<file path="config.mk">
export PLATFORM = sky130hd
export DESIGN_NAME = mix_cols_engine
export DESIGN_NICKNAME = d
export VERILOG_FILES = /design/src/rtl/aes_pkg.sv /design/src/rtl/mix_single_col.sv /design/src/rtl/mix_cols_engine.sv
export SDC_FILE = /design/constraint.sdc
export NUM_CORES = 1
export LEC_CHECK = 0
export CORE_MARGIN = 2
export CORE_UTILIZATION = 55
export CTS_BUF_LIST = sky130_fd_sc_hd__clkbuf_4 sky130_fd_sc_hd__clkbuf_8
export DETAILED_ROUTE_END_ITERATION = 6
export DONT_BUFFER_PORTS = 1
export GPL_TIMING_DRIVEN = 0
export PLACE_DENSITY = 0.73
export SLEW_MARGIN = 10
export SYNTH_ARGS = -nofsm -noshare
export SYNTH_HDL_FRONTEND = slang
export SYNTH_HIERARCHICAL = 1
export SYNTH_SLANG_ARGS = --single-unit
export TNS_END_PERCENT = 100
</file>
<file path="constraint.sdc">
create_clock -name clk_in -period 5 [get_ports clk_in]
set_clock_uncertainty 0.15 [all_clocks]
set_input_delay 1 -clock clk_in [delete_from_list [all_inputs] [get_ports clk_in]]
set_output_delay 1 -clock clk_in [all_outputs]
set_load 0.05 [all_outputs]
</file>
<file path="src/rtl/aes_pkg.sv">
// Shared AES types and GF(2^8) helpers for the round datapath.
// Column mixer state machine encoding lives here as well.
package aes_pkg;

   typedef logic [3:0][3:0][7:0] block_t;

   typedef enum logic [1:0] {
      IDLE,
      MIX,
      DONE
   } mix_state_t;

   localparam logic [7:0] AES_REDUCE = 8'h1b;

   function automatic logic [7:0] xtime(input logic [7:0] b);
      return {b[6:0], 1'b0} ^ (AES_REDUCE & {8{b[7]}});
   endfunction

   function automatic logic [7:0] gf_mul2(input logic [7:0] b);
      return xtime(b);
   endfunction

   function automatic logic [7:0] gf_mul3(input logic [7:0] b);
      return xtime(b) ^ b;
   endfunction

   // Inverse coefficients decompose into x8/x4/x2/x1 partial products.
   function automatic logic [7:0] gf_mul9(input logic [7:0] b);
      logic [7:0] x8;
      x8 = xtime(xtime(xtime(b)));
      return x8 ^ b;
   endfunction

   function automatic logic [7:0] gf_mul11(input logic [7:0] b);
      logic [7:0] x2;
      logic [7:0] x8;
      x2 = xtime(b);
      x8 = xtime(xtime(x2));
      return x8 ^ x2 ^ b;
   endfunction

   function automatic logic [7:0] gf_mul13(input logic [7:0] b);
      logic [7:0] x4;
      logic [7:0] x8;
      x4 = xtime(xtime(b));
      x8 = xtime(x4);
      return x8 ^ x4 ^ b;
   endfunction

   function automatic logic [7:0] gf_mul14(input logic [7:0] b);
      logic [7:0] x2;
      logic [7:0] x4;
      logic [7:0] x8;
      x2 = xtime(b);
      x4 = xtime(x2);
      x8 = xtime(x4);
      return x8 ^ x4 ^ x2;
   endfunction

endpackage

</file>
<file path="src/rtl/mix_single_col.sv">
// Combinational MixColumns / InvMixColumns of one 4-byte column.
// Byte 0 of col is row 0.
module mix_single_col
   import aes_pkg::*;
(
   input  logic [3:0][7:0] col,
   input  logic            inverse,
   output logic [3:0][7:0] mixed
);

   for (genvar r = 0; r < 4; r++) begin : g_row
      logic [7:0] fwd;
      logic [7:0] inv;

      assign fwd = gf_mul2(col[r])
                 ^ gf_mul3(col[(r + 1) % 4])
                 ^ col[(r + 2) % 4]
                 ^ col[(r + 3) % 4];

      assign inv = gf_mul14(col[r])
                 ^ gf_mul11(col[(r + 1) % 4])
                 ^ gf_mul13(col[(r + 2) % 4])
                 ^ gf_mul9(col[(r + 3) % 4]);

      assign mixed[r] = inverse ? inv : fwd;
   end

endmodule

</file>
<file path="src/rtl/mix_cols_engine.sv">
// Multi-pass AES column mixer with run-time direction select.
// Mixes COLS_PER_CYCLE columns per clock, ready/start handshake.
module mix_cols_engine
   import aes_pkg::*;
#(
   parameter int COLS_PER_CYCLE = 1
)
(
   input  logic         clk_in,
   input  logic         rst_in,
   input  logic         start,
   input  logic         inverse_in,
   input  logic [127:0] block_in,
   output logic         ready_out,
   output logic [127:0] result_out,
   output logic         valid_out
);

   localparam int PASSES = 4 / COLS_PER_CYCLE;
   localparam int PW = (PASSES > 1) ? $clog2(PASSES) : 1;

   if (COLS_PER_CYCLE != 1 && COLS_PER_CYCLE != 2 &&
       COLS_PER_CYCLE != 4) begin : g_bad_cfg
      $error("COLS_PER_CYCLE must be 1, 2 or 4");
   end

   mix_state_t      state;
   mix_state_t      state_nxt;
   logic [PW-1:0]   pass_cnt;
   block_t          blk_q;
   logic            inv_q;
   block_t          work_q;
   block_t          work_nxt;
   logic            idle_or_done;
   logic            accept;
   logic            last_pass;

   logic [1:0]      col_idx [COLS_PER_CYCLE];
   logic [3:0][7:0] cols_src [COLS_PER_CYCLE];
   logic [3:0][7:0] cols_mix [COLS_PER_CYCLE];

   assign idle_or_done = (state == IDLE) || (state == DONE);
   assign ready_out    = !rst_in && idle_or_done;
   assign accept       = start && idle_or_done;
   assign last_pass    = (pass_cnt == PW'(PASSES - 1));
   assign valid_out    = (state == DONE);

   always_comb begin
      for (int i = 0; i < COLS_PER_CYCLE; i++) begin
         col_idx[i] = 2'(int'(pass_cnt) * COLS_PER_CYCLE + i);
         for (int r = 0; r < 4; r++) begin
            cols_src[i][r] = blk_q[r][col_idx[i]];
         end
      end
   end

   for (genvar i = 0; i < COLS_PER_CYCLE; i++) begin : g_col
      mix_single_col u_col (
         .col     (cols_src[i]),
         .inverse (inv_q),
         .mixed   (cols_mix[i])
      );
   end

   // Only this pass's columns change; earlier passes are kept.
   always_comb begin
      work_nxt = work_q;
      for (int i = 0; i < COLS_PER_CYCLE; i++) begin
         for (int r = 0; r < 4; r++) begin
            work_nxt[r][col_idx[i]] = cols_mix[i][r];
         end
      end
   end

   always_comb begin
      state_nxt = state;
      unique case (state)
         IDLE:    if (start) state_nxt = MIX;
         MIX:     if (last_pass) state_nxt = DONE;
         DONE:    state_nxt = start ? MIX : IDLE;
         default: state_nxt = IDLE;
      endcase
   end

   always_ff @(posedge clk_in) begin
      if (rst_in) begin
         state      <= IDLE;
         pass_cnt   <= '0;
         result_out <= '0;
      end else begin
         state <= state_nxt;
         if (accept) begin
            blk_q    <= block_in;
            inv_q    <= inverse_in;
            pass_cnt <= '0;
         end else if (state == MIX) begin
            work_q <= work_nxt;
            if (last_pass) begin
               result_out <= work_nxt;
            end else begin
               pass_cnt <= pass_cnt + PW'(1);
            end
         end
      end
   end

endmodule

</file>
======== Word-level counts from Yosys, hierarchy flattened ========
Cells that the tools add are included.
word-level totals
  register bits after elaboration ......... 389
  output and inout port bits .............. 130
operators by class
  equality and inequality tests ........... 5
  bitwise operators ....................... 67
  add/sub/neg operators ................... 1
  muxes and demuxes ....................... 22
  reductions and logical operators ........ 12
  magnitude comparators ................... 2
operators with widths
  kind                                                                number
  XOR 8 bit                                                           52
  bitwise mux 32 bit                                                  4
  XOR 8 x 5 -> 8 bit                                                  12
  2-to-1 mux 8 bit                                                    9
  binary-select mux 8 bit (select 2 bit)                              4
  demux 8 bit (select 2 bit)                                          1
  one-hot mux 2 bit (3 select lines)                                  1
  AND reduction 2 bit                                                 3
  AND reduction 3 bit                                                 2
  == test 2 bit (second input constant)                               2
  2-to-1 mux 2 bit                                                    2
  inequality test 2 bit (second input constant)                       2
  logical AND 1 bit                                                   3
  < comparator 2 x 3 -> 1 bit (second input constant)                 1
  inverter 1 bit                                                      3
  adder 2 x 1 -> 2 bit (second input constant)                        1
  == test 2 x 1 -> 1 bit (second input constant)                      1
  greater-or-equal comparator 2 x 1 -> 1 bit (second input constant)  1
  zero test 2 bit                                                     1
  OR reduction 2 bit                                                  1
  zero test 1 bit                                                     1
  logical OR 1 bit                                                    1
  2-to-1 mux 1 bit                                                    1

======== Depth between registers and ports, before layout ========
Gate-level depths: netlist of run 1.
  depth in word-level cells ............... 12
  depth in mapped cells ................... 12
  gate-level depth less buffers ........... 9

======== Cells and area by module ========
The synthesis of run 1 kept the hierarchy.
by module, submodules not included
  module           cells each  times used  sequential area each (um^2)  area an instance (um^2)
  mix_cols_engine  765         1           9399.0                       13077.5
  mix_single_col   310         1           0.0                          2813.9

======== Worst setup path before layout of run 1 ========
OpenSTA, ideal clock, no wires.
  kind .................................... input to register
  start point ............................. in rst_in
  end point ............................... reg blk_q[0] (netlist bit) (enable)
  arrival time ............................ 4.949 ns
  data required time ...................... 4.347 ns
  slack ................................... -0.602 ns
  library setup time ...................... 0.503 ns
  cell stages on the path ................. 3
  buffers on the path ..................... 1
  cell sequence ........................... buf_2 > nor2_1 > and2_1
between the ends
  word-level cells in the longest chain between the ends .. 2
RTL lines
  what                                  RTL line               text
  start: declaration                    mix_cols_engine.sv:10  input logic rst_in,
  inverter 1 bit (no source line)       --
  AND reduction 2 bit (no source line)  --
  end signal: assignment                mix_cols_engine.sv:93  blk_q <= block_in;
  end: declaration                      mix_cols_engine.sv:30  block_t blk_q;
Every way passes these cells.
A chain may end at the register's enable or synchronous reset.

==> impl_metrics.tcl, run 1 <==
set metrics [dict create \
    grt_pass1_wl_um 55300 \
    hold_viol 0 \
    ant_nets 0 \
    post_cts_buffers 0 \
    diodes 0 \
    die_w_um 174 \
    slew-limit-headroom_pct 23.5 \
    rr_startpoint "pass_cnt[0]" \
    period_share_pct 95.6 \
    totalPowerFinal_mw 8.18 \
    synth_area_leaders "edfxtp_1 (43%), dfxtp_1 (17%), xnor2_1 (8.2%)" \
    rsz0062_at_grt "false" \
    cts.htree.levels 2 \
    grt_max_degree 93 \
    maxSlewViolCount 0 \
    synth_top_flop_cell "edfxtp_1" \
    cts_tree "built" \
    fp.dieH_um 174 \
    core_area_sq_um 28500 \
    dr_total_vias 9132 \
    worst-path-max-fanout 10 \
    synth_edf_count 225 \
    yosysUniqueCellTypes 43 \
    grt_usage_pct 24.1 \
    ys_ff_latch 357 \
    path_clk_slew_ns 0.06 \
    critPathKind "reg -> reg" \
    leakagePower_nw 5.98 \
    clk_path_buf_depth 3 \
    powerDensity_nw_per_um2 464 \
    first_pass_iters 5 \
    io_pins 262 \
    avgRoutedWirePerCell_um 23.6 \
    portBuffers 0 \
    drc_errors 0 \
    critPathLaunchType "flip-flop" \
    gp_congestion 0.940 \
    min-delay-start "block_in[17]" \
    syn_area_per_cell_sq_um 14.8 \
    antenna_found_initial 0 \
    cp-startpoint "pass_cnt[0]" \
    final_nets 1269 \
    drive_gt1_share_pct 25.6 \
    cp_data_required_time_ns 5.36 \
    yosysSeqAreaShare_pct 59.1 \
    setup_viol 0 \
    synth_nets 1211 \
    max-cap-violations 0 \
    synth_common_cells "edfxtp_1 (225), xnor2_1 (149), dfxtp_1 (132)" \
    yosysMostFrequentCell "edfxtp_1" \
    syn_area_sq_um 15900 \
    floorplan.initialDensity_pct 55.7 \
    synth_top_area_cell "edfxtp_1" \
    finalCriticalPeriod_ns 4.78 \
    dp_hpwl_um 26400 \
    worstPathArrival_ns 5.14 \
    die_area_sq_um 30300 \
    wl_um 36800 \
    cts_buffers 54 \
    clock.fmax_mhz 209 \
    drtIter0Drc 735 \
    grt_pass1_vias 9216 \
    rows 62 \
    numClockSinks 357 \
    viasPerCell 5.85 \
    irDropWorstVdd_uv 374 \
    status "completed" \
    critical_path.endpoint_type "flip-flop" \
    netlist.area_leader.share_pct 42.5 \
    clockRootBuffer "clkbuf_8" \
    fin_setup_tns_ns 0 \
    synthArstFlopShare_pct 0 \
    synthCells 1075 \
    hp-class "in -> reg" \
    yosys_warnings 6 \
    grt-ovfl-total 0 \
    area_delta_synth_final_pct 10.9 \
    tightest_slew_ns 1.14 \
    clkLatencyLatePin_ns 0.58 \
]
[per-layer routing]
| layer | share of wire (%) | track usage [%] |
|---|---|---|
| met1 | 41 | 31.8 |
| met4 | 2.6 | 8.12 |
| met2 | 47 | 38.4 |
| met5 | 0 | 0 |
| met3 | 9.1 | 7.28 |
[area by class of cell]
| type | instances | area, sq um |
|---|---|---|
| Fill cell | 2254 | 10900 |
| Sequential cell | 357 | 9400 |
| Multi-Input combinational cell | 622 | 6000 |
| Clock buffer | 79 | 975 |
| Buffer | 91 | 480 |
| Tap cell | 384 | 480 |
| Clock inverter | 21 | 205 |
| Timing Repair Buffer | 2 | 55.1 |
| Inverter | 5 | 18.8 |
[state kept, by name (all words and copies together), names as in the netlist]
signal / flops
work_q: 96
result_out: 128
pass_cnt: 2
state: 2
inv_q: 1
blk_q: 128
[cells by family after synthesis]
logic type | synth area share, %
buffers and inverters | 3.09
AND/OR/NAND/NOR | 2.93
multiplexers | 11.8
flip-flops | 59.1
XOR/XNOR | 15.2
adder cells (fa/ha/maj) | 0.315
AO/OA/AOI/OAI | 7.57
[timing repair]
| item | in CTS | in global routing |
|---|---|---|
| hold buffers | 0 | 0 |
| setup endpoints to repair | 0 | 6 |
| gates resized for setup | 0 | 2 |
[report_power, final]
group / switching (mW) / internal, mW / total (mW)
registers: 0.0287 / 3.33 / 3.35
logic: 1.36 / 0.922 / 2.29
clock network: 1.08 / 1.46 / 2.54
total: 2.47 / 5.71 / 8.18
[through the flow]
stage | setup slack [ns] | util, % | cells | cell area [sq um] | hold WS [ns]
after floorplan | 0.787 | - | 1075 | 15900 | 0.375
after global placement | 0.104 | 57.4 | 1459 | 16400 | 0.390
after detailed placement | 0.165 | 57.6 | 1461 | 16400 | 0.395
after CTS | 0.143 | 61.7 | 1561 | 17600 | 0.324
after global routing | 0.0607 | 61.7 | 1561 | 17600 | 0.315
final | 0.221 | 61.7 | 1561 | 17600 | 0.361
[final timing paths]
| check | end | slack (ns) | cells past startpoint |
|---|---|---|---|
| setup / recovery | result_out[19] | 0.22 | 12 |
| hold / removal | blk_q[17] | 0.36 | 0 |
| setup reg to reg | result_out[19] | 0.22 | 12 |
| hold reg to reg | work_q[17] | 0.42 | 1 |
[worst max-delay path, stage by stage, from the launching register on]
cell and delay, ns:
dfxtp_1 0.39, buf_2 0.25, buf_2 0.39, mux4_2 0.58, buf_4 0.20, xnor3_2 0.54, xor2_2 0.27, xnor3_1 0.53
xnor2_1 0.18, a21oi_1 0.10, xnor2_1 0.67, mux2_2 0.31, a32o_1 0.15
[placed cells by master, fill, tap and decap left out, types with 6 or more instances in the layout]
cell type	n
xor2_1	51
edfxtp_1	225
clkbuf_4	18
xnor3_1	12
clkbuf_1	29
mux4_2	32
a32o_1	96
buf_6	7
mux2_2	92
xor2_2	7
dfxtp_1	132
xnor2_1	149
clkinv_1	6
xnor2_2	6
mux2i_1	7
buf_2	43
clkinv_2	9
buf_4	8
a21oi_1	41
clkbuf_8	61
nor2_1	14
nand2_1	78
(Power assumes the default switching activity.)
==> run 2: changes to the inputs <==
--- a/config.mk
+++ b/config.mk
@@ -6,12 +6,12 @@
 export NUM_CORES = 1
 export LEC_CHECK = 0
 export CORE_MARGIN = 2
-export CORE_UTILIZATION = 55
+export CORE_UTILIZATION = 59
 export CTS_BUF_LIST = sky130_fd_sc_hd__clkbuf_4 sky130_fd_sc_hd__clkbuf_8
 export DETAILED_ROUTE_END_ITERATION = 6
 export DONT_BUFFER_PORTS = 1
 export GPL_TIMING_DRIVEN = 0
-export PLACE_DENSITY = 0.73
+export PLACE_DENSITY = 0.78
 export SLEW_MARGIN = 10
 export SYNTH_ARGS = -nofsm -noshare
 export SYNTH_HDL_FRONTEND = slang
==> constraint.sdc (replaced) <==
create_clock -name clk_in -period 5 [get_ports clk_in]
set_clock_uncertainty 0.15 [all_clocks]
set_input_delay 0.5 -clock clk_in [delete_from_list [all_inputs] [get_ports clk_in]]
set_output_delay 0.5 -clock clk_in [all_outputs]
set_load 0.05 [all_outputs]
==> impl_metrics.tcl, run 2 (synthesis gave the netlist of run 1 again) <==
set metrics [dict create \
    rsz0062_at_grt "false" \
    irDropWorstVdd_uv 320 \
    drc_errors 0 \
    ant_nets 0 \
    io_pins 262 \
    cts.htree.levels 2 \
    layout_common_cells "edfxtp_1 (225), xnor2_1 (149), dfxtp_1 (132), dlygate4sd3_1 (129), a32o_1 (96)" \
    fp.dieH_um 168 \
    final_nets 1399 \
    slew-limit-headroom_pct 24.6 \
    avgRoutedWirePerCell_um 24.1 \
    cts_resized 0 \
    totalPowerFinal_mw 8.21 \
    hold_viol 0 \
    worst-path-max-fanout 10 \
    pre_cts_slack_ns 0.153 \
    hold_buffers 129 \
    worstPathArrival_ns 5.28 \
    floorplan.initialDensity_pct 59.5 \
    multi_input_area_sq_um 6000 \
    setup_viol 0 \
    antenna_found_initial 1 \
    maxSlewViolCount 0 \
    clk_path_buf_depth 3 \
    worst_r2r_endpoint "result_out[75]" \
    die_area_sq_um 28300 \
    reg_top3 "blk_q x128, result_out x128, work_q x96" \
    hp-class "in -> reg" \
    drtIter0Drc 724 \
    r2r_cells 11 \
    rr_startpoint "pass_cnt[1]" \
    gp_congestion 0.946 \
    grt_pass1_wl_um 59400 \
    first_pass_iters 7 \
    leakagePower_nw 6.51 \
    path_clk_slew_ns 0.06 \
    grt_usage_pct 27.9 \
    cts_tree "built" \
    grt-ovfl-total 0 \
    hold_path_depth 3 \
    powerDensity_nw_per_um2 436 \
    tightest_slew_ns 1.13 \
    clock.fmax_mhz 205 \
    max-cap-violations 0 \
    cts_buffers 54 \
    min-delay-start "start" \
    portBuffers 0 \
    fin_setup_tns_ns 0 \
    period_share_pct 97.7 \
    final_common_cell "edfxtp_1" \
    fin_ws_ns 0.117 \
    clkLatencyLatePin_ns 0.60 \
    cp_data_required_time_ns 5.40 \
    numClockSinks 357 \
    rows 60 \
    grt_pass1_vias 10100 \
    die_w_um 168 \
    wl_um 39800 \
    grt_max_degree 70 \
    finalCriticalPeriod_ns 4.88 \
    critical_path.endpoint_type "flip-flop" \
    dr_total_vias 9817 \
    post_cts_buffers 0 \
    critPathKind "reg -> reg" \
    register_area_sq_um 9400 \
    critPathLaunchType "flip-flop" \
    fillers 1820 \
    timing.hold.ws_ns 0.0877 \
    clockRootBuffer "clkbuf_8" \
    area_delta_synth_final_pct 18.5 \
    dp_hpwl_um 26700 \
    drive_gt1_share_pct 23.5 \
    core_area_sq_um 26700 \
    hold_end "state[0]" \
    r2r_slack_ns 0.12 \
    status "completed" \
    viasPerCell 5.95 \
]
## run 2: changes by cell type in the layout (fill, tap and decap cells not counted), moves of 2 or more
cell	delta
dlygate4sd3_1	+129
clkbuf_4	+9
bufinv_16	-4
clkinv_1	-4
clkbuf_8	+2
clkinv_2	-2
clkinvlp_4	+2
## run 2: power breakdown
part	switching [mW]	internal (mW)	total (mW)
logic	1.39	0.993	2.39
clock network	1.11	1.35	2.46
registers	0.0319	3.32	3.36
## run 2: worst max-delay path by stage
stage,from,end,slack [ns],cells past startpoint
final,pass_cnt[1],result_out[75],0.12,11
after global routing,pass_cnt[1],result_out[75],0.008,12
after CTS,pass_cnt[1],result_out[75],0.14,12
after detailed placement,pass_cnt[1],result_out[75],0.15,12
after global placement,pass_cnt[1],result_out[11],0.15,12
after floorplan,pass_cnt[0],result_out[11],1.12,12
## run 2: area by class of cell
class | instances | share of cell area (%)
Antenna cell | 1 | 0.0133
Buffer | 91 | 2.52
Clock buffer | 90 | 5.68
Clock inverter | 12 | 0.352
Inverter | 5 | 0.0996
Multi-Input combinational cell | 622 | 31.9
Sequential cell | 357 | 49.9
Tap cell | 341 | 2.27
Timing Repair Buffer | 132 | 7.29
## run 2: critical path, cell delays in order (launching register included)
cell	delay [ns]
dfxtp_1	0.36
clkbuf_1	0.42
clkbuf_1	0.55
mux4_2	0.54
xnor2_2	0.51
xnor3_1	0.55
xnor3_1	0.27
xnor2_1	0.15
mux2i_1	0.17
xor2_1	0.66
mux2_2	0.32
a32o_1	0.15
## run 2: routing by layer
layer / wire length, um / vias to the layer above / global-route usage, % / share of wire (%)
met3: 3210 / 85 / 6.46 / 8.1
li1: - / 4375 / - / -
met2: 19600 / 457 / 47.4 / 49
met5: 59 / - / 1.57 / 0.15
met1: 15900 / 4898 / 35.5 / 40
met4: 1070 / 2 / 9.26 / 2.7
## run 2: per-stage QoR
| stage | area (sq um) | util, % | cells |
|---|---|---|---|
| 5_1_grt | 18800 | 70.5 | 1651 |
| 2_1_floorplan | 15900 | - | 1075 |
| 3_5_place_dp | 16400 | 61.4 | 1419 |
| 6_report | 18800 | 70.5 | 1651 |
| 4_1_cts | 18800 | 70.5 | 1650 |
| 3_3_place_gp | 16300 | 61.1 | 1416 |
